File: src/rtl/osc_pkg.sv
// -----------------------------------------------------------------------------
// osc_pkg
// Shared definitions for the oscillator control register block:
//   - opcode constants carried in word bits [15:12]
//   - frequency-sequence state encoding
//   - field widths for phase increment, level and payload
//   - saturating counter helper
// -----------------------------------------------------------------------------
package osc_pkg;

    localparam int PHASE_W   = 32;
    localparam int LEVEL_W   = 12;
    localparam int PAYLOAD_W = 12;
    localparam int OPCODE_W  = 4;
    localparam int ERR_W     = 8;

    localparam logic [OPCODE_W-1:0] OP_FREQ_LO  = 4'h1;
    localparam logic [OPCODE_W-1:0] OP_FREQ_MID = 4'h2;
    localparam logic [OPCODE_W-1:0] OP_FREQ_HI  = 4'h3;
    localparam logic [OPCODE_W-1:0] OP_WAVE     = 4'h4;
    localparam logic [OPCODE_W-1:0] OP_LEVEL    = 4'h5;

    typedef enum logic [1:0] {
        IDLE    = 2'd0,
        GOT_LO  = 2'd1,
        GOT_MID = 2'd2
    } osc_state_e;

    // Increment that sticks at all-ones instead of wrapping.
    function automatic logic [ERR_W-1:0] sat_inc8(input logic [ERR_W-1:0] value);
        if (value == 8'hFF) begin
            sat_inc8 = 8'hFF;
        end else begin
            sat_inc8 = value + 8'd1;
        end
    endfunction

endpackage

File: src/rtl/edge_detect_rise.sv
// -----------------------------------------------------------------------------
// edge_detect_rise
// Turns a level-style strobe into a single-cycle rise indication.
// The previous sample resets to RESET_LEVEL; with the default of 1 a level
// that is already high when reset releases does not count as a rise.
// Ports:
//   clock     in  1  system clock, posedge
//   reset     in  1  asynchronous, active-high
//   level_in  in  1  level-style strobe
//   rise      out 1  high while level_in is high and the registered sample is low
// -----------------------------------------------------------------------------
module edge_detect_rise #(
    parameter logic RESET_LEVEL = 1'b1
) (
    input  logic clock,
    input  logic reset,
    input  logic level_in,
    output logic rise
);

    logic level_q_r;

    // Register the previous sample of the strobe.
    always_ff @(posedge clock or posedge reset) begin
        if (reset) begin
            level_q_r <= RESET_LEVEL;
        end else begin
            level_q_r <= level_in;
        end
    end

    // Rise is combinational so the word is decoded on the same edge it is seen.
    assign rise = level_in & ~level_q_r;

endmodule

File: src/rtl/osc_control_regs.sv
// -----------------------------------------------------------------------------
// osc_control_regs
// Decodes 16-bit words from the SPI receiver into oscillator controls.
// A phase increment is assembled from three ordered words (LO, MID, HI) and
// committed on HI; waveform and level are written directly by single words.
// An abandoned frequency sequence times out back to IDLE.
// Ports:
//   clock        in  1   system clock, posedge
//   reset        in  1   asynchronous, active-high
//   data_in      in  16  received word, [15:12] opcode, [11:0] payload
//   data_valid   in  1   level strobe from the receiver, one word per rise
//   phase_inc    out 32  committed phase increment
//   waveform     out 2   waveform select
//   level        out 12  output amplitude
//   freq_update  out 1   one-cycle pulse when phase_inc is committed
//   error_count  out 8   saturating protocol error count
// -----------------------------------------------------------------------------
module osc_control_regs
    import osc_pkg::*;
#(
    parameter logic [15:0]        TIMEOUT     = 16'h0FFF,
    parameter logic [PHASE_W-1:0] DEFAULT_INC = 32'h0000_0000
) (
    input  logic               clock,
    input  logic               reset,
    input  logic [15:0]        data_in,
    input  logic               data_valid,
    output logic [PHASE_W-1:0] phase_inc,
    output logic [1:0]         waveform,
    output logic [LEVEL_W-1:0] level,
    output logic               freq_update,
    output logic [ERR_W-1:0]   error_count
);

    logic                  accept_s;
    logic [OPCODE_W-1:0]   opcode_s;
    logic [PAYLOAD_W-1:0]  payload_s;

    osc_state_e            state_r;
    logic [PAYLOAD_W-1:0]  stage_lo_r;
    logic [PAYLOAD_W-1:0]  stage_mid_r;
    // One bit wider than TIMEOUT so the "greater than" test cannot wrap.
    logic [16:0]           idle_cnt_r;

    assign opcode_s  = data_in[15:12];
    assign payload_s = data_in[11:0];

    edge_detect_rise #(
        .RESET_LEVEL (1'b1)
    ) u_dv_rise (
        .clock    (clock),
        .reset    (reset),
        .level_in (data_valid),
        .rise     (accept_s)
    );

    // Word decode, frequency sequence FSM, timeout counter and output registers.
    always_ff @(posedge clock or posedge reset) begin
        if (reset) begin
            state_r     <= IDLE;
            stage_lo_r  <= 12'h000;
            stage_mid_r <= 12'h000;
            idle_cnt_r  <= 17'd0;
            phase_inc   <= DEFAULT_INC;
            waveform    <= 2'd0;
            level       <= 12'h000;
            freq_update <= 1'b0;
            error_count <= 8'h00;
        end else begin
            freq_update <= 1'b0;
            if (accept_s) begin
                // An accepted word always restarts the idle count, so it wins
                // over a timeout that would otherwise fire this cycle.
                idle_cnt_r <= 17'd0;
                case (opcode_s)
                    OP_FREQ_LO: begin
                        // LO is always taken; mid-sequence it restarts and counts an error.
                        stage_lo_r <= payload_s;
                        state_r    <= GOT_LO;
                        if (state_r != IDLE) begin
                            error_count <= sat_inc8(error_count);
                        end else begin
                            error_count <= error_count;
                        end
                    end
                    OP_FREQ_MID: begin
                        if (state_r == GOT_LO) begin
                            stage_mid_r <= payload_s;
                            state_r     <= GOT_MID;
                        end else begin
                            state_r     <= IDLE;
                            error_count <= sat_inc8(error_count);
                        end
                    end
                    OP_FREQ_HI: begin
                        // payload[11:8] carries no phase bits and is dropped.
                        if (state_r == GOT_MID) begin
                            phase_inc   <= {payload_s[7:0], stage_mid_r, stage_lo_r};
                            freq_update <= 1'b1;
                            state_r     <= IDLE;
                        end else begin
                            state_r     <= IDLE;
                            error_count <= sat_inc8(error_count);
                        end
                    end
                    OP_WAVE: begin
                        waveform <= payload_s[1:0];
                    end
                    OP_LEVEL: begin
                        level <= payload_s;
                    end
                    default: begin
                        error_count <= sat_inc8(error_count);
                    end
                endcase
            end else if (state_r != IDLE) begin
                if (idle_cnt_r > {1'b0, TIMEOUT}) begin
                    state_r     <= IDLE;
                    idle_cnt_r  <= 17'd0;
                    error_count <= sat_inc8(error_count);
                end else begin
                    idle_cnt_r <= idle_cnt_r + 17'd1;
                end
            end else begin
                idle_cnt_r <= 17'd0;
            end
        end
    end

endmodule

File: config.mk
export PLATFORM = sky130hd
export DESIGN_NAME = osc_control_regs
export DESIGN_NICKNAME = d
export VERILOG_FILES = /design/src/rtl/osc_pkg.sv /design/src/rtl/edge_detect_rise.sv /design/src/rtl/osc_control_regs.sv
export SDC_FILE = /design/constraint.sdc
export NUM_CORES = 1
export LEC_CHECK = 0
export ABC_AREA = 1
export BUFFER_PORTS_ARGS = -buffer_cell sky130_fd_sc_hd__buf_2
export CORE_UTILIZATION = 35
export DETAILED_ROUTE_END_ITERATION = 16
export PLACE_DENSITY_LB_ADDON = 0.12
export SYNTH_ARGS = -nofsm -noshare
export SYNTH_HDL_FRONTEND = slang
export SYNTH_HIERARCHICAL = 1
export SYNTH_SLANG_ARGS = --single-unit
File: constraint.sdc
create_clock -name clock -period 8.69 [get_ports clock]
set_input_delay 0.869 -clock clock [delete_from_list [all_inputs] [get_ports clock]]
set_output_delay 0.869 -clock clock [all_outputs]
set_load 0.05 [all_outputs]
==> results.md <==
- Outcome: finished clean
- Initial antenna violation count: 0
- Post-CTS sizing: 0
- Worst Setup Start Kind: input port
- Top post-synthesis cells by count: nand2_1, dfrtp_1, o21ai_0, inv_1, nand3_1
- First-pass GRT wire length: 15.3 mm
- Worst Hold Class: register to register
- Final slew viol count: 0
- Cts bufs inserted: 9
- DRC: 0
- Tightest Pin Transition: 936 ps
- Core area: 11,500 µm²
- Lkg Pwr: 2.62 nW
- Gr usage total: 0.160
- Worst R2R Setup Slack: 6520 ps
- Tmin final: 2440 ps
- Die area: 12,300 µm²
- TritonCTS clock tree: built
- Relative slew slack: 0.376
- Post-Syn Instances: 454
- Multi-input gate area: 1480 µm²
- Post-CTS Repair Setup Buffers: 0
- Crit path DAT: 2720 ps
- Filler cells: 1,139
- Number of synthesized flops with an enable pin: 0
- Worst r2r dst: phase_inc[16]$_DFFE_PP0P_
- CTS Root Cell: clkbuf_16
- Largest cells by area after synthesis: dfrtp_1, nand2_1, o21ai_0, inv_1, nand3_1
- Final WL: 9.04 mm
- Final setup vio count: 0
- RSZ-0062 raised after global routing: false
- Register area: 2480 µm²
- Number of global-route vias before repair: 3,020
- Io pins: 74
- Clock sinks: 99
- Area Overhead vs Synth: 18.8%
- Seq/Total Area, Yosys: 0.597
- Synth Area per Inst: 9.14 µm²
- Asr flop ratio synth: 1.00
- Final Core Density: 0.430
- Maximum buffer depth of the clock tree: 2
- Final Cycle Share: 0.281
- Worst hold path depth: 1
- Antenna cells: 0
- Routed vias/inst: 4.57
- Max_cap viols: 0
- Initial Util: 0.362
- Synthesized flop and latch total: 99
- Grt ovf: 0
- Hold EP: idle_cnt_r[0]$_DFF_PP0_
- IO Port Bufs: 73
- Layout Nets: 550
- Die Height: 111 µm
- Routed via count: 3,094
- CP cell instances: buf_2, inv_1, nor2_2, nand2_1, nor2_1, nand2_2, inv_2, nand2_1, nand2_1
- Clock Latency Late Sink: 350 ps
- Die width: 111 µm
- Mapped Area: 4150 µm²
- H-tree levels: 3
- Crit-path slowest cell: inv_2
- Crit path max-delay family: simple AND/OR/NAND/NOR gates
- Ys flop type: dfrtp_1
- DP HPWL: 6.05 mm
- Final hold vios: 0
- DRT antenna net count: 0
- Rows: 39
- Hold Path Origin: idle_cnt_r[0]$_DFF_PP0_
- Critical R2R Launch: u_dv_rise/level_q_r$_DFF_PP1_
- WP buf/inv: 3
- CP Max Fanout: 42
- RD Place Congestion: 0.794
- CP required: 8970 ps
- FMAX: 0.410 GHz
- Clock skew: 7.16 ps
- Worst Reg-to-Reg Cells: 7
- Synth top area share: 0.591
- Worst vdd ir: 0.143 mV
- Pwr Density: 222 nW/µm²
- Count leader, synth: nand2_1
- Initial drt markers: 259
- Distinct cells, synth: 30
- Synth warnings: 6
- Layout cells sized above 1: 0.234
- CP endpoint kind: register
- Wirelength per Cell: 13.4 µm
- Final setup TNS: 0 ps
- CP most frequent cell: nand2_1
- Largest net degree at the start of global routing: 74
- DR pass1 iterations: 4
- Clk pin slew, worst setup/hold paths: 70 ps
- Crit path largest cell delay: 570 ps
- Critical Setup Path Class: input port to register
- Top cell type by total area after synthesis: dfrtp_1
- Hold_buf cts: 0
[kinds of logic (layout without fill, tap and decap cells)]
| kind of cell | Yosys count | count (layout) | synth area share |
|---|---|---|---|
| XOR/XNOR | 9 | 9 | 0.0190 |
| flip-flops | 99 | 99 | 0.597 |
| other | 1 | 4 | 0.000904 |
| buffers and inverters | 48 | 125 | 0.0489 |
| adder cells (fa/ha/maj) | 2 | 2 | 0.00603 |
| AND/OR/NAND/NOR | 243 | 243 | 0.264 |
| AO/OA/AOI/OAI | 52 | 52 | 0.0636 |
[layout by cell type, fill, tap and decap left out, drive strengths merged]
master and instances:
buf 74, nand2 172, nand4 3, clkbuf 10, clkinvlp 1, a21boi 1, xor2 6, ha 2
clkinv 2, o22ai 1, inv 38, nor3 2, dfrtp 98, dfstp 1, nor2 36, nand3 27
conb 4, nand3b 1, o21ai 49, or2 2, a21oi 1, xnor2 3
[state kept, by name (all words and copies together), names as in the netlist]
| name | count |
|---|---|
| error_count | 8 |
| freq_update | 1 |
| idle_cnt_r | 17 |
| level | 12 |
| phase_inc | 32 |
| stage_lo_r | 12 |
| stage_mid_r | 12 |
| state_r | 2 |
| u_dv_rise/level_q_r | 1 |
| waveform | 2 |
[cell type report]
class                      instances  area share
sequential                        99       0.503
multi-input combinational        310       0.300
timing repair buffer              74      0.0757
clock buffer                      10      0.0485
tap                              143      0.0363
inverter                          35      0.0272
clock inverter                     6     0.00939
[through the flow]
| step | hold WS [ps] | area (µm²) | total power [mW] | std cells | setup WS [ps] |
|---|---|---|---|---|---|
| final | 462 | 4930 | 1.09 | 677 | 6250 |
| after global routing | 481 | 4930 | 1.15 | 677 | 5960 |
| after CTS | 468 | 4930 | 1.11 | 677 | 6200 |
| after detailed placement | 457 | 4640 | 0.717 | 661 | 5850 |
| after global placement | 451 | 4640 | 0.714 | 661 | 5910 |
| after floorplan | 429 | 4160 | 0.668 | 457 | 5260 |
[report_power, final]
part	internal, mW	total, mW	switching [mW]
sequential	0.497	0.524	0.0269
combinational	0.0447	0.181	0.137
clock	0.205	0.388	0.183
[layer usage]
| metal | GRT usage | share of wire | up-vias |
|---|---|---|---|
| met2 | 0.258 | 0.48 | 72 |
| li1 | - | - | 1570 |
| met5 | 0 | 0 | - |
| met1 | 0.205 | 0.46 | 1443 |
| met4 | 0.0427 | 0.0094 | 0 |
| met3 | 0.0547 | 0.050 | 9 |
[how the worst max path moves through the flow]
stage                           from                          to  slack (ps)  cells past startpoint
after floorplan                reset  error_count[0]$_DFFE_PP0P_        5260                      1
after global placement    data_valid   phase_inc[21]$_DFFE_PP0P_        5910                      9
after detailed placement  data_valid   phase_inc[21]$_DFFE_PP0P_        5850                      9
after CTS                 data_valid   phase_inc[21]$_DFFE_PP0P_        6200                      9
after global routing      data_valid    phase_inc[2]$_DFFE_PP0P_        5960                      9
final                     data_valid   phase_inc[16]$_DFFE_PP0P_        6250                      9
No activity file was read; power rests on OpenSTA's default activity.
